## src/rtl/mcdt_wrr_arbiter.sv

```systemverilog
// rtl/mcdt_wrr_arbiter.sv - weighted round-robin arbiter for the three MCDT slave FIFOs
// Optional per-channel popped-word counters: define MCDT_ARB_WORD_CNT_EN.
module mcdt_wrr_arbiter #(
  parameter int DW = 32,
  parameter int WW = 4,
  parameter int CW = 16
) (
  input  logic            clk_i,
  input  logic            rstn_i,
  input  logic [DW-1:0]   slv0_data_i,
  input  logic [DW-1:0]   slv1_data_i,
  input  logic [DW-1:0]   slv2_data_i,
  input  logic [2:0]      slv_req_i,
  input  logic [2:0]      ch_en_i,
  input  logic [3*WW-1:0] weight_i,
  output logic [2:0]      a2s_ack_o,
  output logic            data_val_o,
  output logic [1:0]      arb_id_o,
  output logic [DW-1:0]   arb_data_o,
  output logic            busy_o
`ifdef MCDT_ARB_WORD_CNT_EN
  ,
  output logic [3*CW-1:0] word_cnt_o
`endif
);

  typedef enum logic {IDLE, BURST} state_t;

  state_t        state, state_nxt;
  logic [1:0]    cur, cur_nxt;
  logic [1:0]    last, last_nxt;
  logic [WW-1:0] credit, credit_nxt;
  logic [2:0]    elig;
  logic [2:0]    ack;
  logic [1:0]    pick;
  logic [WW-1:0] pick_weight;
  logic [DW-1:0] cur_data;

  // First eligible channel after the previous grant, wrapping 2 -> 0.
  function automatic logic [1:0] rr_pick(input logic [1:0] prev, input logic [2:0] req);
    logic [1:0] res;
    logic       found;
    int         idx;
    res   = 2'd0;
    found = 1'b0;
    for (int k = 1; k <= 3; k++) begin
      idx = (int'(prev) + k) % 3;
      if (!found && req[idx]) begin
        res   = 2'(idx);
        found = 1'b1;
      end
    end
    return res;
  endfunction

  assign elig        = slv_req_i & ch_en_i;
  assign pick        = rr_pick(last, elig);
  assign pick_weight = weight_i[int'(pick)*WW +: WW];
  assign a2s_ack_o   = ack;
  assign busy_o      = (state == BURST);

  // Head word of the granted channel, captured into the output register on ack.
  always_comb begin
    case (cur)
      2'd0:    cur_data = slv0_data_i;
      2'd1:    cur_data = slv1_data_i;
      default: cur_data = slv2_data_i;
    endcase
  end

  // Arbiter state, grant pointer and burst credit.
  always_ff @(posedge clk_i or negedge rstn_i) begin
    if (!rstn_i) begin
      state  <= IDLE;
      cur    <= 2'd0;
      last   <= 2'd2;
      credit <= '0;
    end else begin
      state  <= state_nxt;
      cur    <= cur_nxt;
      last   <= last_nxt;
      credit <= credit_nxt;
    end
  end

  // Grant selection in IDLE; pop and credit accounting in BURST.
  always_comb begin
    state_nxt  = state;
    cur_nxt    = cur;
    last_nxt   = last;
    credit_nxt = credit;
    ack        = 3'b000;
    case (state)
      IDLE: begin
        if (elig != 3'b000) begin
          cur_nxt    = pick;
          last_nxt   = pick;
          credit_nxt = (pick_weight == '0) ? WW'(1) : pick_weight;
          state_nxt  = BURST;
        end
      end
      BURST: begin
        if (elig[cur] && (credit != '0)) begin
          ack[cur]   = 1'b1;
          credit_nxt = credit - WW'(1);
          if (credit == WW'(1)) begin
            state_nxt = IDLE;
          end
        end else begin
          // Channel dropped out (or credit exhausted): release the output.
          state_nxt = IDLE;
        end
      end
      default: state_nxt = IDLE;
    endcase
  end

  // Registered output word; id and data hold between words.
  always_ff @(posedge clk_i or negedge rstn_i) begin
    if (!rstn_i) begin
      data_val_o <= 1'b0;
      arb_id_o   <= 2'd0;
      arb_data_o <= '0;
    end else begin
      data_val_o <= (ack != 3'b000);
      if (ack != 3'b000) begin
        arb_id_o   <= cur;
        arb_data_o <= cur_data;
      end
    end
  end

`ifdef MCDT_ARB_WORD_CNT_EN
  // Free-running per-channel popped-word counters, wrapping at 2^CW.
  always_ff @(posedge clk_i or negedge rstn_i) begin
    if (!rstn_i) begin
      word_cnt_o <= '0;
    end else begin
      for (int n = 0; n < 3; n++) begin
        if (ack[n]) begin
          word_cnt_o[n*CW +: CW] <= word_cnt_o[n*CW +: CW] + CW'(1);
        end
      end
    end
  end
`endif

endmodule

```

## config.mk

```make
export PLATFORM = sky130hd
export DESIGN_NAME = mcdt_wrr_arbiter
export DESIGN_NICKNAME = d
export VERILOG_FILES = /design/src/rtl/mcdt_wrr_arbiter.sv
export SDC_FILE = /design/constraint.sdc
export NUM_CORES = 1
export LEC_CHECK = 0
export CAP_MARGIN = 15
export CORE_MARGIN = 10
export CORE_UTILIZATION = 42
export CTS_CLUSTER_DIAMETER = 100
export CTS_CLUSTER_SIZE = 30
export DETAILED_ROUTE_END_ITERATION = 10
export PLACE_DENSITY_LB_ADDON = 0.08
export SETUP_SLACK_MARGIN = 0.5
export SLEW_MARGIN = 20
export SYNTH_ARGS = -nofsm -noshare
export SYNTH_HDL_FRONTEND = slang
export SYNTH_SLANG_ARGS = --single-unit
```

## constraint.sdc

```tcl
create_clock -name clk_i -period 6 [get_ports clk_i]
set_input_delay 1.2 -clock clk_i [delete_from_list [all_inputs] [get_ports clk_i]]
set_output_delay 1.2 -clock clk_i [all_outputs]
set_load 0.01 [all_outputs]
```

== Word level (Yosys, flattened, before mapping) ==
Index checks and enable logic that the tools add are counted.
Word-level totals
  logic and storage cells: 68
  register bits after elaboration: 44
Cells by class
  muxes and demuxes: 29
  bitwise gates (word level): 2
  equality and inequality tests: 4
  divide/modulo/power cells: 3
  $lt $le $gt $ge: 5
  add/subtract/negate cells: 4
  shift-type cells: 1
  reduce and logical (&&, ||, !) cells: 13
Operator list (count)
  $lt A32 B4 Y1 const B: 3
  $mod A32 B3 Y32 const B: 3
  $pmux W32 S2: 1
  $mux W1: 13
  $mux W4: 3
  $shiftx A12 B5 Y4: 1
  $bmux W1 S2: 4
  $pmux W4 S2: 1
  $add A2 B2 Y3 const B: 2
  $mux W2: 3
  $mux W3: 2
  $reduce_bool A3 Y1: 2
  $eq A4 B1 Y1 const B: 1
  $logic_and A1 B1 Y1: 4
  $logic_not A4 Y1: 1
  $reduce_and A2 Y1: 2
  $reduce_bool A4 Y1: 1
  $sub A4 B1 Y4 const B: 1
  $add A2 B1 Y3 const B: 1
  $and A3 B3 Y3: 1
  $lt A2 B3 Y1 const B: 1
  $demux W1 S2: 1
  $eq A2 B1 Y1 const B: 1
  $ge A2 B1 Y1 const B: 1
  other kinds (6): 7

== Depth between registers and ports, before layout ==
  depth in word-level cells: 17
  gate-level depth with buffers: 10

== Worst setup path after synthesis ==
Ideal clock, no wire load.
  kind: input to output
  start point: input port slv_req_i[1]
  end point: output port a2s_ack_o[1]
  stages: 5
  path buffers: 1
  slack: 2.466 ns
  arrival: 2.334 ns
  path through: nand2_1 > o21ai_0 > o2111ai_1 > clkbuf_1 > nor3_1
Between the ends
  cells in the longest elaborated chain, start to end: 6
Ends and longest elaborated chain
  start, declared: RTL line 13  | input logic [2:0] slv_req_i,
  $and A3 B3 Y3: RTL line 56  | assign elig = slv_req_i & ch_en_i;
  $bmux W1 S2: RTL line 103  | if (elig[cur] && (credit != '0)) begin
  $mux W1 (implied by the code): RTL line 103
  $logic_and A1 B1 Y1: RTL line 103
  $mux W3: RTL line 103
  $mux W3: RTL line 93  | case (state)
  end, declared: RTL line 16  | output logic [2:0] a2s_ack_o,
Every way passes these cells. The select of a mux whose other input is x is not followed.

== Final worst setup path ==
  start point: input port slv_req_i[1]
  end point: output port a2s_ack_o[2]
The elaborated chain is that of the path after synthesis.

==> out/results.txt <==
Outcome -> complete, no violations
GRT Total Usage -> 0.168
CP Data Arrival Time -> 3520 ps
Crit path buf inv count -> 3
Final Cell Area -> 4440 sq um
Synth top area cells -> dfrtp_1 (38%), mux2i_1 (13%), o21ai_0 (7.8%)
Cell variety after synth -> 45
Initial Util -> 0.432
Flops & latches, synth -> 43
CTS tree -> built
Top cells by count, synth -> nand2_1 (46), o21ai_0 (43), dfrtp_1 (42)
Count of pins over their slew limit -> 0
Area of the multi-input gates -> 1590 sq um
Syn Nets -> 449
Clock Skew -> 3.51 ps
Max Cap Viol -> 0
Tot Pwr -> 1.85 mW
DRT iter0 DRCs -> 83
DIE AREA -> 10200 sq um
Final hold violation count -> 0
Storage cell area -> 1080 sq um
F_max -> 0.212 GHz
Worst-Margin Slew -> 967 ps
Clk Latency, worst-skew pair -> 280 ps
Setup Fix Bufs, Post-CTS -> 0
Worst vdd ir -> 0.213 mV
Area leader, netlist -> dfrtp_1
Global-route wire length before repair -> 14.0 mm
Final WL -> 9.10 mm
Vias in the first global route -> 2788
Reg clk slew, reported paths -> 70 ps
TritonRoute pass-1 iters -> 4
Worst hold margin -> 481 ps
Final-layout fill cell count -> 544
Post-route DRC -> 0
Layout net count -> 593
Antenna Cells -> 0
Synth Flop Type -> dfrtp_1
Synthesized area per cell -> 8.47 sq um
CTS Buffer Depth -> 2
Period utilization -> 0.786
Worst-path fanout max -> 7
Family with the most delay on the worst path -> buffers and inverters
Setup TNS -> 0 ps
CP Class -> input port to output port
Core Box Area -> 6390 sq um
Cell mode on critical path -> clkdlybuf4s50_1
Post-CTS sizing -> 0
Startpoint Class -> input port
Critical-path top delay cell -> clkdlybuf4s50_1
Post-synth EDFFs -> 0
Worst-path cell chain -> clkdlybuf4s50_1, nand2_1, o21ai_0, o2111ai_4, inv_1, and3_1, clkdlybuf4s50_1
H-tree Lvls -> 2
CTS Sinks -> 43
Die width -> 101 um
Final core utilization -> 0.695
Final GP Congestion -> 0.863
Initial antenna violation count -> 0
Via count -> 2827
IO Port Bufs -> 154
PD cells -> 416 nW/um^2
DR vias/cell -> 5.16
I/O pins -> 155
Placed inst area -> 4360 sq um
Most common cell in the netlist -> nand2_1
DP HPWL -> 7.45 mm
Cell area after synthesis -> 2760 sq um
Yosys Warn Count -> 0
Async set-reset flop share out of synthesis -> 1.00
Avg WL per Cell -> 16.6 um
Root Buffer -> clkbuf_8
Top cell type's share of synthesized area -> 0.381
GR Overflow Total -> 0
TritonCTS buffer count -> 5
WP data required -> 4800 ps
Hold WC Path Type -> flop to flop
Post-CTS Hold Fix Bufs -> 0
Worst path max stage delay -> 590 ps
Share of cells above drive strength 1 -> 0.0488
Cells after synthesis -> 326
# setup viols final -> 0
Area Growth Syn to Fin -> 60.8%
Die height -> 101 um
RSZ-0062 raised after global routing -> no
Antenna-violating nets left -> 0
Slew margin rel. -> 0.355
Crit end category -> output port
Pin count of the biggest net entering global routing -> 69
Min Clock Period, post-route -> 4720 ps
Lkg Pwr -> 1.92 nW
Seq/Total Area, Yosys -> 0.390
Rows -> 29
-- final timing paths --
path / from / endpoint / slack (ps) / depth (start not counted)
max in group asynchronous: rstn_i / cur[1] / 4280 / 1
worst min-delay path: arb_data_o[14] / arb_data_o[14] / 480 / 2
worst min register to register: arb_data_o[14] / arb_data_o[14] / 480 / 2
min in group asynchronous: rstn_i / arb_data_o[16] / 1050 / 1
worst max register to register: cur[0] / credit[2] / 2880 / 9
worst max-delay path: slv_req_i[1] / a2s_ack_o[2] / 1280 / 7
-- power by group --
group	switching, mW	internal, mW	total (mW)
Clock	0.0901	0.0827	0.173
Combinational	0.604	0.550	1.15
Sequential	0.0944	0.429	0.523
Total	0.788	1.06	1.85
-- worst reg2reg max path, stage by stage (launching register included) --
cell and delay (ps):
dfrtp_2 560, inv_1 190, ha_1 460, nand3b_4 220
a41oi_4 280, nor2_2 90, a211oi_4 430, mux2_2 390
mux2i_1 200, o221ai_1 160
-- stage by stage --
step	instances	setup slack (ps)
floorplan	326	2470
global placement	540	1320
finish	548	1280
detailed placement	540	1280
global route	548	1090
CTS	548	1270
-- sequential cells by signal (all words and copies together), names as in the netlist --
register and flops:
credit 4, busy_o 1, cur 2, arb_data_o 32, data_val_o 1, arb_id_o 2, last 1
-- cell usage in the layout (no fill, tap or decap), types with 2 or more instances in the layout --
cell type and count:
o21ai_1 2, nor3_1 4, nand2_1 46, a21o_1 3, a21oi_1 37, nor2_1 36
nand3_1 7, buf_4 3, o21a_1 2, o21ai_0 43, clkbuf_8 5, clkbuf_1 3
ha_1 7, clkdlybuf4s50_1 153, dfrtp_2 2, a211o_1 2, mux2i_1 37, inv_1 10
dfrtp_1 40
-- layout make-up --
cell class	count	share of cell area
inverter	10	0.00845
tap	77	0.0217
multi-input combinational	253	0.358
timing repair buffer	157	0.351
sequential	43	0.243
clock buffer	8	0.0180
-- kinds of logic after synthesis --
logic type	synth area share
AO/OA/AOI/OAI	0.233
adder cells (fa/ha/maj)	0.0317
buffers and inverters	0.0412
flip-flops	0.390
multiplexers	0.138
AND/OR/NAND/NOR	0.166
-- layer usage --
| metal | vias to the layer above | share of wire | track usage |
|---|---|---|---|
| li1 | 1434 | - | - |
| met1 | 1264 | 0.40 | 0.201 |
| met2 | 121 | 0.48 | 0.271 |
| met3 | 8 | 0.11 | 0.0727 |
| met4 | 0 | 0.013 | 0.0407 |
| met5 | - | 0 | 0 |
No activity file was read; power rests on OpenSTA's default activity.
